## config.mk

```make
export PLATFORM = sky130hd
export DESIGN_NAME = multi_field_setter
export DESIGN_NICKNAME = d
export VERILOG_FILES = /design/src/rtl/multi_field_setter.sv
export SDC_FILE = /design/constraint.sdc
export NUM_CORES = 1
export LEC_CHECK = 0
export CORE_MARGIN = 8
export CORE_UTILIZATION = 30
export CTS_BUF_LIST = sky130_fd_sc_hd__clkbuf_4
export CTS_CLUSTER_DIAMETER = 60
export DETAILED_ROUTE_END_ITERATION = 8
export PLACE_DENSITY = 0.58
export SETUP_SLACK_MARGIN = 0.15
export SLEW_MARGIN = 20
export SYNTH_ARGS = -nofsm -noshare
export SYNTH_HDL_FRONTEND = slang
export SYNTH_SLANG_ARGS = --single-unit
```

## constraint.sdc

```tcl
create_clock -name clk -period 8.15 [get_ports clk]
set_input_delay 1.63 -clock clk [delete_from_list [all_inputs] [get_ports clk]]
set_output_delay 1.63 -clock clk [all_outputs]
set_load 0.03 [all_outputs]
```

## src/rtl/multi_field_setter.sv

```systemverilog
// Multi-field value editor driven by debounced SET/INC/DEC buttons or a switch bank.
// Hands the finished set of field values downstream over a valid/ready handshake.
module multi_field_setter #(
  parameter int NUM_FIELDS     = 3,
  parameter int FIELD_W        = 6,
  parameter int DEB_CYCLES     = 4,
  parameter int TIMEOUT_CYCLES = 0
) (
  input  logic                          clk,
  input  logic                          rstn,
  input  logic                          btn_set,
  input  logic                          btn_inc,
  input  logic                          btn_dec,
  input  logic [FIELD_W-1:0]            ext_input,
  input  logic                          load,
  input  logic [NUM_FIELDS*FIELD_W-1:0] field_max,
  input  logic                          commit_ready,
  output logic [NUM_FIELDS*FIELD_W-1:0] fields,
  output logic [NUM_FIELDS-1:0]         sel,
  output logic                          editing,
  output logic                          commit_valid,
  output logic                          aborted
);

  // state  | meaning
  // IDLE   | fields hold last committed/restored values
  // EDIT   | user edits field idx; sel is one-hot on idx
  // COMMIT | commit_valid high, waiting for commit_ready

  localparam int IDX_W = (NUM_FIELDS > 1) ? $clog2(NUM_FIELDS) : 1;
  localparam int DEB_W = $clog2(DEB_CYCLES + 1);
  localparam int TO_W  = (TIMEOUT_CYCLES > 1) ? $clog2(TIMEOUT_CYCLES) : 1;

  localparam logic [IDX_W-1:0] LAST_IDX = IDX_W'(NUM_FIELDS - 1);
  localparam logic [DEB_W-1:0] DEB_LAST = DEB_W'(DEB_CYCLES - 1);
  localparam logic [TO_W-1:0]  TO_LAST  = TO_W'((TIMEOUT_CYCLES > 0) ? TIMEOUT_CYCLES - 1 : 0);

  typedef enum logic [1:0] {
    S_IDLE   = 2'd0,
    S_EDIT   = 2'd1,
    S_COMMIT = 2'd2
  } state_t;

  state_t             state;
  logic [IDX_W-1:0]   idx;
  logic [TO_W-1:0]    to_cnt;

  logic [2:0]         raw;
  logic [2:0]         sync1;
  logic [2:0]         sync2;
  logic [2:0]         clean;
  logic [2:0]         clean_d;
  logic [DEB_W-1:0]   deb_cnt [3];

  logic               set_ev;
  logic               inc_ev;
  logic               dec_ev;

  logic [FIELD_W-1:0] val     [NUM_FIELDS];
  logic [FIELD_W-1:0] shadow  [NUM_FIELDS];
  logic [FIELD_W-1:0] max_arr [NUM_FIELDS];

  logic [FIELD_W-1:0] cur_val;
  logic [FIELD_W-1:0] cur_max;
  logic [FIELD_W-1:0] edit_val;
  logic               edit_en;
  logic               activity;
  logic               timeout_hit;

  assign raw = {btn_dec, btn_inc, btn_set};

  // Clean level flips only after DEB_CYCLES consecutive differing synced samples.
  always_ff @(posedge clk) begin
    if (!rstn) begin
      sync1   <= '0;
      sync2   <= '0;
      clean   <= '0;
      clean_d <= '0;
      for (int b = 0; b < 3; b++) deb_cnt[b] <= '0;
    end else begin
      sync1   <= raw;
      sync2   <= sync1;
      clean_d <= clean;
      for (int b = 0; b < 3; b++) begin
        if (sync2[b] == clean[b]) begin
          deb_cnt[b] <= '0;
        end else if (deb_cnt[b] == DEB_LAST) begin
          clean[b]   <= sync2[b];
          deb_cnt[b] <= '0;
        end else begin
          deb_cnt[b] <= deb_cnt[b] + DEB_W'(1);
        end
      end
    end
  end

  // SET acts on release so a held button does not skip fields; INC/DEC act on press.
  assign set_ev = clean_d[0] & ~clean[0];
  assign inc_ev = clean[1] & ~clean_d[1];
  assign dec_ev = clean[2] & ~clean_d[2];

  for (genvar i = 0; i < NUM_FIELDS; i++) begin : g_pack
    assign fields[i*FIELD_W +: FIELD_W] = val[i];
    assign max_arr[i]                   = field_max[i*FIELD_W +: FIELD_W];
  end

  always_comb begin
    cur_val  = val[idx];
    cur_max  = max_arr[idx];
    edit_val = cur_val;
    if (load) begin
      edit_val = (ext_input > cur_max) ? cur_max : ext_input;
    end else if (inc_ev) begin
      edit_val = (cur_val >= cur_max) ? '0 : cur_val + FIELD_W'(1);
    end else if (dec_ev) begin
      edit_val = ((cur_val == '0) || (cur_val > cur_max)) ? cur_max : cur_val - FIELD_W'(1);
    end
    edit_en     = load | (inc_ev ^ dec_ev);
    activity    = set_ev | inc_ev | dec_ev | load;
    timeout_hit = (TIMEOUT_CYCLES > 0) && !activity && (to_cnt == TO_LAST);
  end

  always_ff @(posedge clk) begin
    aborted <= 1'b0;
    if (!rstn) begin
      state        <= S_IDLE;
      idx          <= '0;
      to_cnt       <= '0;
      sel          <= '0;
      editing      <= 1'b0;
      commit_valid <= 1'b0;
      for (int i = 0; i < NUM_FIELDS; i++) begin
        val[i]    <= '0;
        shadow[i] <= '0;
      end
    end else begin
      case (state)
        S_IDLE: begin
          if (set_ev) begin
            state   <= S_EDIT;
            idx     <= '0;
            to_cnt  <= '0;
            sel     <= NUM_FIELDS'(1);
            editing <= 1'b1;
            for (int i = 0; i < NUM_FIELDS; i++) shadow[i] <= val[i];
          end
        end
        S_EDIT: begin
          if (edit_en) val[idx] <= edit_val;
          if (activity) begin
            to_cnt <= '0;
          end else if (TIMEOUT_CYCLES > 0) begin
            to_cnt <= to_cnt + TO_W'(1);
          end
          if (set_ev) begin
            if (idx == LAST_IDX) begin
              state        <= S_COMMIT;
              sel          <= '0;
              editing      <= 1'b0;
              commit_valid <= 1'b1;
            end else begin
              idx <= idx + IDX_W'(1);
              sel <= sel << 1;
            end
          end else if (timeout_hit) begin
            // User walked away: drop the partial edit.
            for (int i = 0; i < NUM_FIELDS; i++) val[i] <= shadow[i];
            state   <= S_IDLE;
            sel     <= '0;
            editing <= 1'b0;
            aborted <= 1'b1;
          end
        end
        S_COMMIT: begin
          if (commit_ready) begin
            state        <= S_IDLE;
            commit_valid <= 1'b0;
          end
        end
        default: begin
          state        <= S_IDLE;
          sel          <= '0;
          editing      <= 1'b0;
          commit_valid <= 1'b0;
        end
      endcase
    end
  end

endmodule

```

# Yosys cells after proc, flatten, opt, wreduce, memory -nomap -nowiden
# Memory sizes are Yosys's and may differ from the RTL's. A register that Yosys moved wholly into a read port is not among the register bits.
# Cells that the tools add are included.
# W data, S select, Z words.
[op_classes]
n_addsub = 6
multipliers = 0
div = 0
order_cmp = 4
eq_ne = 14
shifts = 0
muxes = 82
bitwise = 23
n_reduce_logical = 13
[op_table]
columns = ["op", "n"]
rows = [
  ["$mux W6", 9],
  ["$mux W1", 45],
  ["$mux W3", 12],
  ["$mux W2", 10],
  ["$reduce_and A4 Y1", 4],
  ["$bmux W6 S2", 1],
  ["$gt A6 B6 Y1", 2],
  ["$ne A2 B2 Y1 const B", 5],
  ["$or A1 B1 Y1", 10],
  ["$add A3 B1 Y3 const B", 3],
  ["$eq A3 B2 Y1 const B", 3],
  ["$pmux W3 S3", 1],
  ["$not A1 Y1", 8],
  ["$add A6 B1 Y6 const B", 1],
  ["$ge A6 B6 Y1", 1],
  ["$logic_not A6 Y1", 1],
  ["$pmux W1 S3", 2],
  ["$pmux W2 S3", 1],
  ["$reduce_and A2 Y1", 3],
  ["$reduce_or A6 Y1", 1],
  ["$sub A6 B1 Y6 const B", 1],
  ["$eq A2 B2 Y1 const B", 2],
  ["$pmux W2 S2", 1],
  ["$and A1 B1 Y1", 3],
  ["other kinds (10)", 12],
]
[totals]
ff_bits = 21
latch_bits = 0
ram_bits = 27
romBits = 0
out_inout_bits = 24
wordCells = 155
memories = 2
[mem_list]
columns = ["name", "depth", "word_bits", "rd", "rd_ports_with_merged_regs", "write_ports", "line_no", "rtl"]
rows = [
  ["val", 3, 6, 4, 1, 3, "59", "logic [FIELD_W-1:0] val [NUM_FIELDS];"],
  ["deb_cnt", 3, 3, 3, 0, 3, "53", "logic [DEB_W-1:0] deb_cnt [3];"],
]

# Logic depth before layout (Yosys ltp)
# Gate-level depths: netlist (run 1).
[logic_depth]
word_depth = 11
mapped_depth = 12
ltp_nobuf = 11

# Worst setup path after synthesis (run 1)
# Ideal clock, no wire load.
[synth_path]
path_type = "input to register"
startpoint = "in field_max[11]"
endpoint = "mem val[0][3], data pin"
arrival_time_ns = 3.564
slack_ns = 4.317
path_stages = 10
cell_sequence = "mux2i_1 > o2bb2ai_1 > inv_1 > ha_1 > and4_1 > o21ai_0 > a32oi_2 > o31ai_2 > a2111oi_4 > a21oi_1"
[synth_rtl]
columns = ["item", "line_no", "rtl"]
rows = [
  ["from (decl)", "16", "input logic [NUM_FIELDS*FIELD_W-1:0] field_max,"],
  ["to (decl)", "59", ""],
]

==> out/qor.yml, run 1 <==
placement:
  routabilityCongestion: 0.884
  dp_slack_ns: 3.37
  dpl.hpwl_um: 7340
  port_buffers: 53
global_route:
  grt_max_degree: 28
  grt_use_total: 0.117
  grt_pass1_wl_um: 15000
  grt_antenna_before_repair: 0
  globalRouteOverflowTotal: 0
  grt_pass1_vias: 2871
die:
  top_level_ports: 55
  core_area_um2: 11500
  rows: 39
  initial_core_util: 0.309
  dieArea_um2: 15600
  die_x_um: 125
  fp.dieH_um: 125
route:
  post-route-drc-count: 0
  drtPass1Iterations: 4
  ant_nets: 0
  wire_per_inst_um: 16.7
  routed_wl_um: 9230
  vias: 2898
  detailedRoute.firstIterationViolations: 186
  via_per_inst: 5.23
finish:
  insertedDiodeCount: 0
  utilization: 0.372
  nets: 466
  area_growth_pct: 20.4
  drive_above_1_share: 0.0608
synthesis:
  yosysUniqueCellTypes: 55
  muxShareOfSynthArea: 0.0815
  yosysTopAreaCell: "edfxtp_1"
  ys.warnings.count: 0
  synth_edf_count: 33
  ys_ff_latch: 56
  synth_ff_type: "edfxtp_1"
  netlist_area_um2: 3550
  avgSynthCellArea_um2: 9.94
  synth_compound_area_frac: 0.167
  netlist.area_leader.share: 0.279
  yosys.area_share.simple: 0.191
  synth_area_leaders: "edfxtp_1 (28%), dfxtp_1 (13%), ha_1 (8.8%)"
  synth_fa_ha_area_frac: 0.0882
  synth_top_family_by_area: "simple AND/OR/NAND/NOR gates"
  syn-instance-count: 357
  ys_seq_area_frac: 0.409
  synthXorXnorAreaFrac: 0.0148
  synthArstFlopShare: 0
hold_path:
  hold_start: "sync1[0]$_SDFF_PN0_"
  hold_path.class: "register to register"
  hold_end: "sync2[0]$_SDFF_PN0_"
  holdPathStages: 1
setup_path:
  required_ns: 8.27
  path_cells: "clkdlybuf4s50_1 > mux2i_1 > o2bb2ai_1 > inv_1 > ha_1 > and4_1 > o21ai_0 > a32oi_2 > o31ai_2 > a2111oi_4 > a21oi_1"
  worst_path_largest_cell_delay_ns: 0.46
  r2r_end: "val[1][3]$_SDFFCE_PN0P_"
  cp-start-kind: "primary input"
  reg2reg_depth: 10
  crit_type: "primary input to register"
  endpoint_kind: "register"
  arrival_ns: 4.54
  crit_slowest_cell: "clkdlybuf4s50_1"
  worstPathMaxFanout: 8
  r2r_slack_ns: 4.15
clock_network:
  clock_tree.root_cell: "clkbuf_4"
  clkTransAtPathRegs_ns: 0.18
  cts_tree: "done"
  clock_path_buffers: 2
  cts_buffers: 5
  postCtsSetupBuffers: 0
  clock_latency_ns: 0.38
  htreeDepth: 2
  ctsHoldBuffers: 0
  cts.sinks: 56
  ctsResizeCount: 0
power_and_ir_drop:
  power_leakage_nw: 1.58
  ir_drop_v: 0.0000681
  powerDensity_nw_per_um2: 128
timing:
  worst_slack_ns: 3.73
  rsz0062_at_grt: "no"
  max_freq_ghz: 0.226
  slew_headroom: 0.490
  fin_setup_tns_ns: 0
  post-route-period-util: 0.542
  period_needed_ns: 4.42
  clock_skew_ns: 0.0127
  hold_viol: 0
  worst_pin_slew_ns: 0.760
  final-setup-viol-count: 0
  drv_slew: 0
run_status:
  status: "complete, no violations"
run:
  maxCapViolations: 0
==> placed cells by master (no fill, tap or decap), drive strengths merged, types with 5 or more instances in the layout <==
cell type,synthesis,routed
o21ai,15,15
mux4,5,5
a21oi,18,18
nand3,7,7
nor3,13,13
nor2b,13,13
a211oi,14,14
mux2,5,5
a22oi,5,5
nor2,29,29
and2,19,19
nand2b,6,6
dfxtp,23,23
clkbuf,9,5
o22ai,6,6
clkdlybuf4s50,0,53
ha,25,25
nand2,19,19
mux2i,12,12
conb,2,10
nand3b,7,7
inv,20,21
edfxtp,33,33
==> synth_stat cells, types with 2 or more instances <==
library cell / number
a211oi_1: 14
a21o_1: 2
a21oi_1: 18
a22oi_1: 5
a31oi_1: 4
and2_1: 19
buf_2: 2
buf_4: 3
buf_6: 2
clkbuf_1: 9
conb_1: 2
dfxtp_1: 23
edfxtp_1: 33
ha_1: 25
inv_1: 20
mux2_2: 5
mux2i_1: 12
mux4_2: 5
nand2_1: 19
nand2b_1: 6
nand3_1: 7
nand3b_1: 7
nor2_1: 28
nor2b_1: 13
nor3_1: 13
nor3b_1: 4
nor4_1: 2
o211ai_1: 4
o21a_1: 2
o21ai_0: 9
o21ai_1: 6
o22ai_1: 6
o2bb2ai_1: 2
xnor2_1: 2
xor2_1: 4
==> metal layers <==
metal,global-route usage,wire length [um],up-vias
met2,0.185,4190,95
met5,0,0,-
met1,0.150,4260,1379
met3,0.0289,598,15
met4,0.0446,187,0
li1,-,-,1409
==> kinds of logic (layout without fill, tap and decap cells) <==
kind of cell	count (synthesis)	after routing
DFF	56	56
adders and majority gates	25	25
muxes	22	22
buffers and inverters	36	82
other	2	10
xor gates and xnor gates	6	6
and+or+nand+nor	126	126
AOI/OAI and AO/OA	84	84
==> critical path, delay by kind of cell <==
kind	cells	cell delay, ns
AOI/OAI and AO/OA	6	1.65
buffers and inverters	2	0.60
adders and majority gates	1	0.32
and+or+nand+nor	1	0.27
muxes	1	0.06
==> layout make-up <==
class | count | area (um^2)
tap | 143 | 179
timing repair buffer | 54 | 538
fill | 1149 | 7200
clock buffer | 5 | 37.5
clock inverter | 3 | 26.3
multi-input combinational | 273 | 1960
sequential | 56 | 1450
inverter | 20 | 75.1
==> registers in the layout, summed over array words and instances, names as in the netlist, named ones only <==
signal and count:
deb_cnt 9, editing 1, clean 3, idx 2, sel 3, commit_valid 1
state 2, sync1 3, sync2 3, val 24, clean_d 3
==> worst max path at each step <==
stage	startpoint	to	slack, ns	cells after the start
after floorplan	field_max[11]	val[0][3]$_SDFFCE_PN0P_	4.32	10
after global routing	field_max[5]	val[0][0]$_SDFFCE_PN0P_	3.54	11
after global placement	field_max[8]	val[1][0]$_SDFFCE_PN0P_	3.35	11
final	field_max[3]	val[1][3]$_SDFFCE_PN0P_	3.73	11
after detailed placement	field_max[11]	val[1][3]$_SDFFCE_PN0P_	3.37	11
after CTS	field_max[11]	val[1][3]$_SDFFCE_PN0P_	3.77	11
==> where the power goes <==
group	leakage, nW	internal (mW)	total (mW)	switching, mW
registers	0.520	0.308	0.312	0.00429
clock network	0.0358	0.0362	0.129	0.0933
logic	1.03	0.0441	0.103	0.0590
==> stage by stage <==
stage	power, mW	cell area (um^2)	std cells	hold slack (ns)
CTS	0.550	4270	554	0.460
finish	0.544	4270	554	0.456
detailed placement	0.422	4210	546	0.419
global placement	0.421	4210	546	0.416
floorplan	0.381	3580	365	0.412
global route	0.570	4270	554	0.482
Note: power is estimated with default switching activity, not from simulation.
==> run 2, diff against run 1 <==
Clock period 8.15 ns to 4.5 ns, I/O delays scaled along.
==> out/qor.yml, run 2 (synthesis results as in run 1) <==
run_status:
  status: "complete, no violations"  # unchanged
timing:
  rsz0062_at_grt: "no"  # unchanged
  post-route-period-util: 0.805
  whs_ns: 0.458  # was 0.456 ns
  max_freq_ghz: 0.276
  hold_viol: 0  # unchanged
  period_needed_ns: 3.62
  slew_headroom: 0.469  # was 0.490
  fin_setup_tns_ns: 0  # unchanged
  worst_pin_slew_ns: 0.791  # was 0.760 ns
  final-setup-viol-count: 0  # unchanged
  clock_skew_ns: 0.0151  # was 0.0127 ns
  drv_slew: 0  # unchanged
finish:
  final_cell_mix: "clkdlybuf4s50_1 (53), edfxtp_1 (33), nor2_1 (28)"  # unchanged
  insertedDiodeCount: 0  # unchanged
  drive_above_1_share: 0.0699  # was 0.0608
  area_growth_pct: 21.2  # was 20.4%
  ff_latch_area_um2: 1450  # unchanged
  top_regs: "val (24), deb_cnt (9)"  # unchanged
  nets: 470  # was 466
  regMostFlops: "val"  # unchanged
  utilization: 0.375  # was 0.372
  largest_reg_flops: 24  # unchanged
  multiInputGateArea_um2: 1960  # unchanged
  final_area_um2: 4300  # was 4270 um^2
  nFillCells: 1162  # was 1149
  final_common_cell: "clkdlybuf4s50_1"  # unchanged
clock_network:
  ctsHoldBuffers: 0  # unchanged
  htreeDepth: 2  # unchanged
  postCtsSetupBuffers: 0  # unchanged
  cts.sinks: 56  # unchanged
  clock_latency_ns: 0.38  # about the same
  clock_tree.root_cell: "clkbuf_4"  # unchanged
  cts_tree: "done"  # unchanged
  cts_buffers: 5  # unchanged
  clock_path_buffers: 2  # unchanged
  clkTransAtPathRegs_ns: 0.17  # was 0.18 ns
  ctsResizeCount: 0  # unchanged
global_route:
  grt_max_degree: 28  # unchanged
  grt_use_total: 0.116  # was 0.117
  globalRouteOverflowTotal: 0  # unchanged
  grt_pass1_wl_um: 14900  # was 15000 um
  grt_pass1_vias: 2770  # was 2871
  grt_antenna_before_repair: 0  # unchanged
setup_path:
  cp-start-kind: "register"  # was primary input
  path_delay_family: "compound AO/OA/AOI/OAI gates"  # unchanged
  required_ns: 4.62  # was 8.27 ns
  crit_slowest_cell: "dfxtp_1"  # was clkdlybuf4s50_1
  arrival_ns: 3.75  # was 4.54 ns
  endpoint_kind: "register"  # unchanged
  worstPathMaxFanout: 10  # was 8
  path_cells: "mux4_2 > ha_1 > and4_1 > o21ai_0 > a32oi_2 > o31ai_2 > a2111oi_4 > a21oi_1"  # was clkdlybuf4s50_1 > mux2i_1 > o2bb2ai_1 > inv_1 > ha_1 > and4_1 > o21ai_0 > a32oi_2 > o31ai_2 > a2111oi_4 > a21oi_1
  worst_path_largest_cell_delay_ns: 0.74  # was 0.46 ns
  crit_buf_inv: 0  # was 2
  crit_type: "register to register"  # was primary input to register
die:
  rows: 39  # unchanged
  die_x_um: 125  # unchanged
  dieArea_um2: 15600  # unchanged
  initial_core_util: 0.309  # unchanged
  fp.dieH_um: 125  # unchanged
  core_area_um2: 11500  # unchanged
  top_level_ports: 55  # unchanged
power_and_ir_drop:
  ir_drop_v: 0.000126  # was 0.0000681 V
  power_leakage_nw: 1.60  # was 1.58 nW
  p_clk_frac: 0.234  # was 0.238
  internal_power_mw: 0.704  # was 0.388 mW
  power.share.switching: 0.283  # was 0.288
  p_sw_mw: 0.278  # was 0.157 mW
  powerDensity_nw_per_um2: 229  # was 128 nW/um^2
  seqPwrFrac: 0.575  # was 0.573
  pwr-share-comb: 0.191  # was 0.189
route:
  detailedRoute.firstIterationViolations: 141  # was 186
  routed_wl_um: 9210  # was 9230 um
  post-route-drc-count: 0  # unchanged
  wire_per_inst_um: 16.5  # was 16.7 um
  drtPass1Iterations: 5  # was 4
  vias: 2878  # was 2898
  ant_nets: 0  # unchanged
  via_per_inst: 5.16  # was 5.23
run:
  maxCapViolations: 0  # unchanged
placement:
  place_area_um2: 4240  # was 4210 um^2
  port_buffers: 53  # unchanged
  dpl.hpwl_um: 7200  # was 7340 um
  routabilityCongestion: 0.910  # was 0.884
hold_path:
  hold_path.class: "register to register"  # unchanged
run 2: cell types whose count changed in the layout (fill, tap and decap cells not counted):
cell   previous run  this run
buf_4             1         5
run 2: power groups by stage:
stage	combinational [mW]	sequential, mW	clock, mW
6_report	0.188	0.565	0.230
3_3_place_gp	0.186	0.576	0
4_1_cts	0.188	0.565	0.241
2_1_floorplan	0.100	0.590	0
5_1_grt	0.207	0.567	0.264
3_5_place_dp	0.187	0.577	0
run 2: worst paths after layout:
path	start	endpoint	slack, ns	cells after the start
min	sync1[0]$_SDFF_PN0_	sync2[0]$_SDFF_PN0_	0.46	1
max reg2reg	register	val[2][3]$_SDFFCE_PN0P_	0.88	8
max	register	val[2][3]$_SDFFCE_PN0P_	0.88	8
min reg2reg	sync1[0]$_SDFF_PN0_	sync2[0]$_SDFF_PN0_	0.46	1
run 2: through the flow:
stage	setup WS (ns)	std cells	power (mW)
final	0.876	558	0.982
after global routing	0.607	558	1.04
after CTS	0.853	558	0.994
after detailed placement	0.506	550	0.764
after global placement	0.523	550	0.762
after floorplan	1.30	365	0.690
run 2: area by class of cell:
type	count	share of cell area
inverters	20	0.0175
flip-flops and latches	56	0.338
clock inverters	3	0.00611
well taps	143	0.0416
multi-input cells	273	0.456
clock buffers	5	0.00873
repair buffers	58	0.132
run 2: routing by layer:
layer,share of wire,track usage,vias to the layer above,wire length (um)
met5,0,0,-,0
met4,0.015,0.0283,0,138
met3,0.068,0.0268,11,630
met2,0.46,0.190,96,4260
met1,0.45,0.151,1353,4180
li1,-,-,1418,-
